**config.mk**
```make
export PLATFORM = sky130hd
export DESIGN_NAME = picobello_uart_tx
export DESIGN_NICKNAME = d
export VERILOG_FILES = /design/src/rtl/picobello_uart_tx.sv
export SDC_FILE = /design/constraint.sdc
export NUM_CORES = 1
export LEC_CHECK = 0
export ABC_AREA = 1
export BUFFER_PORTS_ARGS = -buffer_cell sky130_fd_sc_hd__buf_2
export CORE_MARGIN = 3
export CORE_UTILIZATION = 65
export CTS_CLUSTER_SIZE = 30
export DETAILED_ROUTE_END_ITERATION = 8
export GPL_ROUTABILITY_DRIVEN = 1
export PLACE_DENSITY = 0.95
export SLEW_MARGIN = 5
export SYNTH_ARGS = -nofsm -noshare
export SYNTH_HDL_FRONTEND = slang
export SYNTH_SLANG_ARGS = --single-unit
export TNS_END_PERCENT = 50
```
**constraint.sdc**
```tcl
create_clock -name clk_i -period 4.35 [get_ports clk_i]
set_clock_uncertainty 0.2 [all_clocks]
set_input_delay 0.87 -clock clk_i [delete_from_list [all_inputs] [get_ports clk_i]]
set_output_delay 0.87 -clock clk_i [all_outputs]
set_load 0.01 [all_outputs]
```
**src/rtl/picobello_uart_tx.sv**
```systemverilog
// Byte-oriented UART transmitter with an input FIFO and a programmable baud divisor.
// Frames are 8 data bits LSB first, optional even parity, one or two stop bits.
module picobello_uart_tx #(
   parameter int unsigned FifoDepth = 8,
   parameter int unsigned DivWidth  = 16
) (
   input  logic                             clk_i,
   input  logic                             rst_ni,
   input  logic [DivWidth-1:0]              clk_div_i,
   input  logic                             parity_en_i,
   input  logic                             stop2_i,
   input  logic                             flush_i,
   input  logic [7:0]                       data_i,
   input  logic                             valid_i,
   output logic                             ready_o,
   output logic                             tx_o,
   output logic                             busy_o,
   output logic [$clog2(FifoDepth+1)-1:0]   fifo_usage_o
);
   localparam int unsigned PtrW = $clog2(FifoDepth);
   localparam int unsigned CntW = $clog2(FifoDepth+1);
   localparam int unsigned CW   = DivWidth + 1;

   typedef enum logic [2:0] {IDLE, START, DATA, PARITY, STOP} state_e;

   logic [7:0]          mem [FifoDepth];
   logic [PtrW-1:0]     wptr;
   logic [PtrW-1:0]     rptr;
   logic [CntW-1:0]     count;
   logic                full;
   logic                push;
   logic                pop;

   state_e              state;
   logic [7:0]          shift;
   logic [DivWidth-1:0] div;
   logic                par_en;
   logic                stop2;
   logic                par_bit;
   logic [CW-1:0]       cnt;
   logic [2:0]          bit_idx;
   logic                bit_done;
   logic [DivWidth-1:0] div_in;
   logic [CW-1:0]       bit_len;
   logic [CW-1:0]       stop_len;
   logic [CW-1:0]       load_len;

   assign full         = (count == CntW'(FifoDepth));
   assign ready_o      = !full;
   assign push         = valid_i && !full && !flush_i;
   assign bit_done     = (cnt == '0);
   // A flush also cancels a pop in the same cycle, so the cleared entries never reach the line.
   assign pop          = (count != '0) && !flush_i &&
                         ((state == IDLE) || ((state == STOP) && bit_done));
   assign busy_o       = (state != IDLE) || (count != '0);
   assign fifo_usage_o = count;

   assign div_in   = (clk_div_i == '0) ? DivWidth'(1) : clk_div_i;
   assign bit_len  = {1'b0, div} - CW'(1);
   assign stop_len = stop2 ? ({div, 1'b0} - CW'(1)) : bit_len;
   assign load_len = {1'b0, div_in} - CW'(1);

   always_ff @(posedge clk_i) begin
      if (push) begin
         mem[wptr] <= data_i;
      end
   end

   always_ff @(posedge clk_i or negedge rst_ni) begin
      if (!rst_ni) begin
         wptr  <= '0;
         rptr  <= '0;
         count <= '0;
      end else if (flush_i) begin
         rptr  <= wptr;
         count <= '0;
      end else begin
         if (push) wptr <= wptr + PtrW'(1);
         if (pop)  rptr <= rptr + PtrW'(1);
         count <= count + CntW'(push) - CntW'(pop);
      end
   end

   always_ff @(posedge clk_i or negedge rst_ni) begin
      if (!rst_ni) begin
         state   <= IDLE;
         tx_o    <= 1'b1;
         shift   <= '0;
         div     <= DivWidth'(1);
         par_en  <= 1'b0;
         stop2   <= 1'b0;
         par_bit <= 1'b0;
         cnt     <= '0;
         bit_idx <= '0;
      end else begin
         if ((state != IDLE) && !bit_done) begin
            cnt <= cnt - CW'(1);
         end
         // Frame configuration is sampled only when a byte leaves the FIFO.
         if (pop) begin
            shift   <= mem[rptr];
            par_bit <= ^mem[rptr];
            div     <= div_in;
            par_en  <= parity_en_i;
            stop2   <= stop2_i;
            cnt     <= load_len;
            tx_o    <= 1'b0;
            state   <= START;
         end else begin
            case (state)
               IDLE: begin
                  tx_o <= 1'b1;
               end
               START: begin
                  if (bit_done) begin
                     state   <= DATA;
                     bit_idx <= '0;
                     tx_o    <= shift[0];
                     cnt     <= bit_len;
                  end
               end
               DATA: begin
                  if (bit_done) begin
                     shift <= shift >> 1;
                     if (bit_idx == 3'd7) begin
                        if (par_en) begin
                           state <= PARITY;
                           tx_o  <= par_bit;
                           cnt   <= bit_len;
                        end else begin
                           state <= STOP;
                           tx_o  <= 1'b1;
                           cnt   <= stop_len;
                        end
                     end else begin
                        bit_idx <= bit_idx + 3'd1;
                        tx_o    <= shift[1];
                        cnt     <= bit_len;
                     end
                  end
               end
               PARITY: begin
                  if (bit_done) begin
                     state <= STOP;
                     tx_o  <= 1'b1;
                     cnt   <= stop_len;
                  end
               end
               STOP: begin
                  if (bit_done) begin
                     state <= IDLE;
                     tx_o  <= 1'b1;
                  end
               end
               default: begin
                  state <= IDLE;
                  tx_o  <= 1'b1;
               end
            endcase
         end
      end
   end
endmodule
```
* Word-level counts from Yosys, hierarchy flattened
Memories as Yosys holds them, arrays and structs flattened.
Cells that the tools add are included.
** Operators by class
- Multiplexer cells :: 36
- Add/sub/neg operators :: 9
- Reductions and logical operators :: 27
- Bitwise gates (word level) :: 2
- Equal/unequal tests :: 16
** Operators by type and width (number)
- 2-to-1 mux 17 bit :: 8
- one-hot mux 17 bit (3 select lines) :: 1
- subtractor 16 x 1 -> 17 bit (second input constant) :: 2
- subtractor 17 x 1 -> 17 bit (second input constant) :: 2
- 2-to-1 mux 3 bit :: 11
- 2-to-1 mux 8 bit :: 3
- logical NOT 17 bit :: 1
- logical NOT 16 bit :: 1
- 2-to-1 mux 16 bit :: 1
- != test 3 bit (second input constant) :: 5
- one-hot mux 3 bit (5 select lines) :: 1
- adder 3 x 1 -> 3 bit (second input constant) :: 3
- 2-to-1 mux 1 bit :: 8
- != test 2 bit (second input constant) :: 4
- nonzero test 2 bit :: 4
- XOR reduction 8 bit :: 1
- == test 3 x 2 -> 1 bit (second input constant) :: 2
- == test 3 bit (second input constant) :: 2
- logical AND 1 bit :: 6
- one-hot mux 3 bit (2 select lines) :: 1
- AND reduction 6 bit :: 1
- AND reduction 5 bit :: 1
- adder 4 x 1 -> 4 bit :: 1
- == test 4 bit (second input constant) :: 1
- 14 further kinds :: 19
** Storage, ports and cells
- Flip-flop bits (word level) :: 61
- Memories kept :: 1
- Output and inout bits :: 7
- Logic and storage cells :: 103
- Bits in writable memories :: 64
** Memory list
- mem :: depth 8, width 8, read ports 1, clocked after memory_dff 0, write ports 1, line 26 : logic [7:0] mem [FifoDepth];

* Logic depth before layout (Yosys ltp)
- Depth after elaboration :: 7
- Depth in mapped cells :: 16
- Mapped depth without buffers :: 15

* Worst setup path after synthesis
OpenSTA, ideal clock, no wires.
- Kind :: input to register
- Start point :: input flush_i
- End point :: register count[2], in the netlist fifo_usage_o[2]
- Arrival :: 2737 ps
- Setup time :: 123 ps
- Setup slack :: 1290 ps
- Stages :: 13
- Cell sequence :: clkbuf_1 inv_1 nand2_1 nor2_1 nand2_4 inv_2 buf_4 ha_1 inv_1 ha_1 fa_1 o21ai_0 a21oi_1
** On the way
- Word-level cells in the longest chain between the ends :: 5
- Elaborated cells between the ends (all ways) :: 7
- Those cells by class :: 2 x add/sub; 1 x mux; 4 x reduce/logical
** RTL lines
- start: declaration :: line 12 : input logic flush_i,
- logical NOT 1 bit :: line 53 : assign pop = (count != '0) && !flush_i &&
- logical AND 1 bit (2 in series) :: line 53
- via pop :: line 32 : logic pop;
- subtractor 4 x 1 -> 4 bit :: line 80 : count <= count + CntW'(push) - CntW'(pop);
- 2-to-1 mux 4 bit :: line 74 : end else if (flush_i) begin
- end signal: assignment :: line 80
- end: declaration :: line 29 : logic [CntW-1:0] count;
The timed path passes the listed nets, and every way through them passes these cells.
A chain may end at the register's enable or synchronous reset.

* Final worst setup path
- Start point :: register cnt[0]
- End point :: register count[2], in the netlist fifo_usage_o[2]
** On the way
- Word-level cells in the longest chain between the ends :: 6
** RTL lines
- start: declaration :: line 40 : logic [CW-1:0] cnt;
- start signal: assignment :: line 97 : cnt <= cnt - CW'(1);
- start signal: assignment :: line 106 : cnt <= load_len;
- start signal: assignment :: line 119 : cnt <= bit_len;
- logical NOT 17 bit :: line 51 : assign bit_done = (cnt == '0);
- logical AND 1 bit :: line 54 : ((state == IDLE) || ((state == STOP) && bit_done));
- logical OR 1 bit :: line 54
- logical AND 1 bit :: line 53
- subtractor 4 x 1 -> 4 bit :: line 80
- 2-to-1 mux 4 bit :: line 74
Every way passes these cells.

==> key figures <==
Outcome
  – Outcome: completed

Detailed routing
  – Antenna violation net count after detailed routing: 0
  – Via total after detailed routing: 6,736
  – Vias per cell: 5.83
  – Number of iterations in the first detailed-routing pass: 8
  – Iter 0 DRT Violations: 788
  – # DRC: 0
  – Wirelength, routed: 18,500 microns
  – Average wire length per cell after detail routing: 16.1 microns

Critical path
  – Arrival time of data at the critical path endpoint: 3140 ps
  – Setup crit end kind: flop
  – WP data required: 4460 ps
  – Timing startpoint of the critical path: cnt[0]
  – Chain of cells forming the critical path: inv_1 > ha_1 > nand2_2 > nor2_2 > nand3_4 > nand2_8 > nand2_4 > inv_2 > ha_1 > inv_1 > ha_1 > fa_1 > o21ai_0 > a21oi_1
  – Depth of the critical timing path with buffers and inverters included: 14
  – Worst setup path endpoint: fifo_usage_o[2]
  – Bufs and invs on worst path: 3
  – Register-to-register setup slack: 1320 ps
  – Kind of cell adding the most delay to the critical path: adder cells
  – Standard cell with the maximum stage delay on the critical path: dfrtp_1
  – Reg2Reg Capture Point: fifo_usage_o[2]
  – Crit path kind: reg -> reg
  – Most prevalent standard cell on the critical path: ha_1
  – Stage delay of the slowest cell on the critical path: 390 ps
  – Depth of the worst register-to-register path: 14
  – Reg-to-reg startpoint: cnt[0]
  – Largest fanout on the critical path: 24
  – Startpoint type of the worst setup path: flop

Worst hold path
  – Beginning of the worst hold path: tx_o
  – Hold Crit Class: reg -> reg

Floorplan
  – Die Footprint: 12,800 sq um
  – Chip Width: 113 microns
  – Count of boundary I/O pins: 37
  – Area of the core region: 11,000 sq um
  – Initial cell density of the core: 0.676
  – Vertical die dimension: 113 microns
  – Total number of placement rows: 38

Logic synthesis
  – Total of flip-flops plus latches after synthesis: 125
  – Count of mapped cells out of synthesis: 968
  – Post-synthesis cell type count: 44
  – Post-synthesis sequential area ratio: 0.463
  – Top post-synthesis cells by area: edfxtp_1 26%, dfrtp_1 20%, nand2_1 14%, inv_1 6.8%, nand3_1 6.7%
  – Dominant cell type by area after synthesis: edfxtp_1
  – Post-Synthesis Mean Instance Area: 7.70 sq um
  – Synthesized Nets: 1,013
  – Cell area after synthesis: 7460 sq um
  – Count of synthesis-stage warnings from yosys: 0
  – Proportion of netlist area held by the largest area contributor: 0.258

CTS
  – Num Clock Sinks: 125
  – Clock tree from TritonCTS: yes
  – Buffers from clock root to sink, at most: 2
  – Number of hold buffers added after CTS: 0
  – Total clock buffers created by CTS: 17
  – Clock latency on the worst-skew pair: 420 ps
  – Root buffer cell: clkbuf_16
  – H-tree Lvls: 4
  – Clock-pin slew reported for the worst setup and hold paths after clock tree synthesis: 60 ps
  – # Post-CTS Setup Buffers: 0
  – Resized cells post-CTS: 0

STA
  – Unrepaired setup endpoints after global routing: no
  – Tightest slew margin relative to the limit: 0.427
  – Max-slew violation count: 0
  – Highest Clock Rate: 331 MHz
  – Tightest Pin Transition: 859 ps
  – Number of endpoints with negative hold slack in the final report: 0
  – Smallest setup slack after layout: 1320 ps
  – Final worst path period share: 0.696
  – Number of setup violations in the final report: 0
  – Setup TNS after final layout: 0 ps
  – Shortest period the worst path allows: 3030 ps

GRT
  – Antenna violations before repair: 0
  – Maximum number of pins on one net before global-route repair: 72
  – Total Routing Usage GR: 0.303
  – Global-route wire length before repair: 30,600 microns
  – Remaining global-route overflow: 0
  – Vias in the first global route: 6,554

Finish
  – Commonest non-fill, non-tap cell in the layout: nand2_1
  – Fraction of layout instances using a drive strength above 1: 0.102
  – Final-layout fill cell count: 710
  – Syn-to-layout area delta: 10.8%
  – Net count reported at finish: 1,047
  – Count of non-filler cells in the finished layout: 1,155
  – Antenna diode count: 0
  – Final Core Density: 0.749
  – Top library cells by usage in the layout, fill and taps aside: 282 x nand2_1, 136 x inv_1, 100 x nand3_1

Power
  – Power density over cell area: 669 nW/um^2
  – Leakage power: 3.92 nW
  – Design Power: 5.53 mW
  – VDD IR-drop max: 0.000510 V

Place
  – I/O Buffers: 36
  – Placed wire-length estimate: 12,200 microns
  – Weighted congestion at the end of routability-driven global placement: 0.940
  – Placed Cells: 1,123
  – Pre-CTS setup slack: 1100 ps

Flow run
  – Total of max-cap violations: 0
-- final cells by class --
class,instances,area [sq um],area share
sequential,125,3450,0.418
timing repair buffer,40,210,0.0254
inverter,147,557,0.0674
tap,140,175,0.0212
clock inverter,14,131,0.0159
clock buffer,18,429,0.0519
multi-input combinational,671,3310,0.400
-- kinds of logic after synthesis --
logic type      count (synthesis)  synth area share
buf+inv                       172            0.0935
compound gates                107            0.0797
xor+xnor                       27            0.0317
fa+ha+maj                      15            0.0262
mux                             5           0.00671
flops                         125             0.463
simple gates                  517             0.299
-- registers in the layout (all words and copies together) (netlist names) --
signal,count
cnt,17
stop2,1
div,16
rptr,3
bit_idx,3
wptr,3
tx_o,1
mem,64
shift,8
fifo_usage_o,4
par_bit,1
state,3
par_en,1
-- worst min-delay path, stage by stage, from the launching register on --
cell and delay (ps):
dfstp_2 360, inv_1 40, o21ai_0 70
-- layer usage --
layer	vias up	part of all wire	wire, microns	global-route usage
met2	438	0.49	9170	0.517
met1	3033	0.37	6930	0.371
li1	3191	-	-	-
met3	74	0.10	1860	0.0561
met4	0	0.031	582	0.149
met5	-	0	0	0
-- cell usage after synthesis, drive strengths merged --
cell and instances:
nand2 287, inv 146, nor2 103, nand3 102
o21ai 75, edfxtp 64, dfrtp 59, xor2 22
buf 18, a21oi 16, ha 14, nand4 12
nor3 11, clkbuf 7, o211ai 7, mux2i 5
xnor2 5, dfstp 2, o21bai 2, o221ai 2
a21o 1, a22oi 1, a41oi 1, clkinv 1
fa 1, nand3b 1, o2111ai 1, o22ai 1
or2 1
-- power breakdown --
| group | internal [mW] | leakage, nW | switching [mW] |
|---|---|---|---|
| registers | 1.54 | 1.32 | 0.290 |
| logic | 0.758 | 2.34 | 1.59 |
| clock network | 0.793 | 0.265 | 0.556 |
| total | 3.09 | 3.92 | 2.44 |
-- metrics by stage --
stage / cell area, sq um / hold WS, ps
floorplan: 7460 / 250
CTS: 8260 / 287
detailed placement: 7700 / 278
global placement: 7700 / 267
global route: 8260 / 328
finish: 8260 / 282
-- worst min-delay path by stage --
stage | to | slack (ps) | cells after the start
2_1_floorplan | par_bit | 250 | 2
3_3_place_gp | shift[3] | 270 | 2
3_5_place_dp | div[1] | 280 | 2
4_1_cts | tx_o | 290 | 2
5_1_grt | bit_idx[0] | 330 | 1
6_report | tx_o | 280 | 2
No activity file was read; power rests on OpenSTA's default activity.
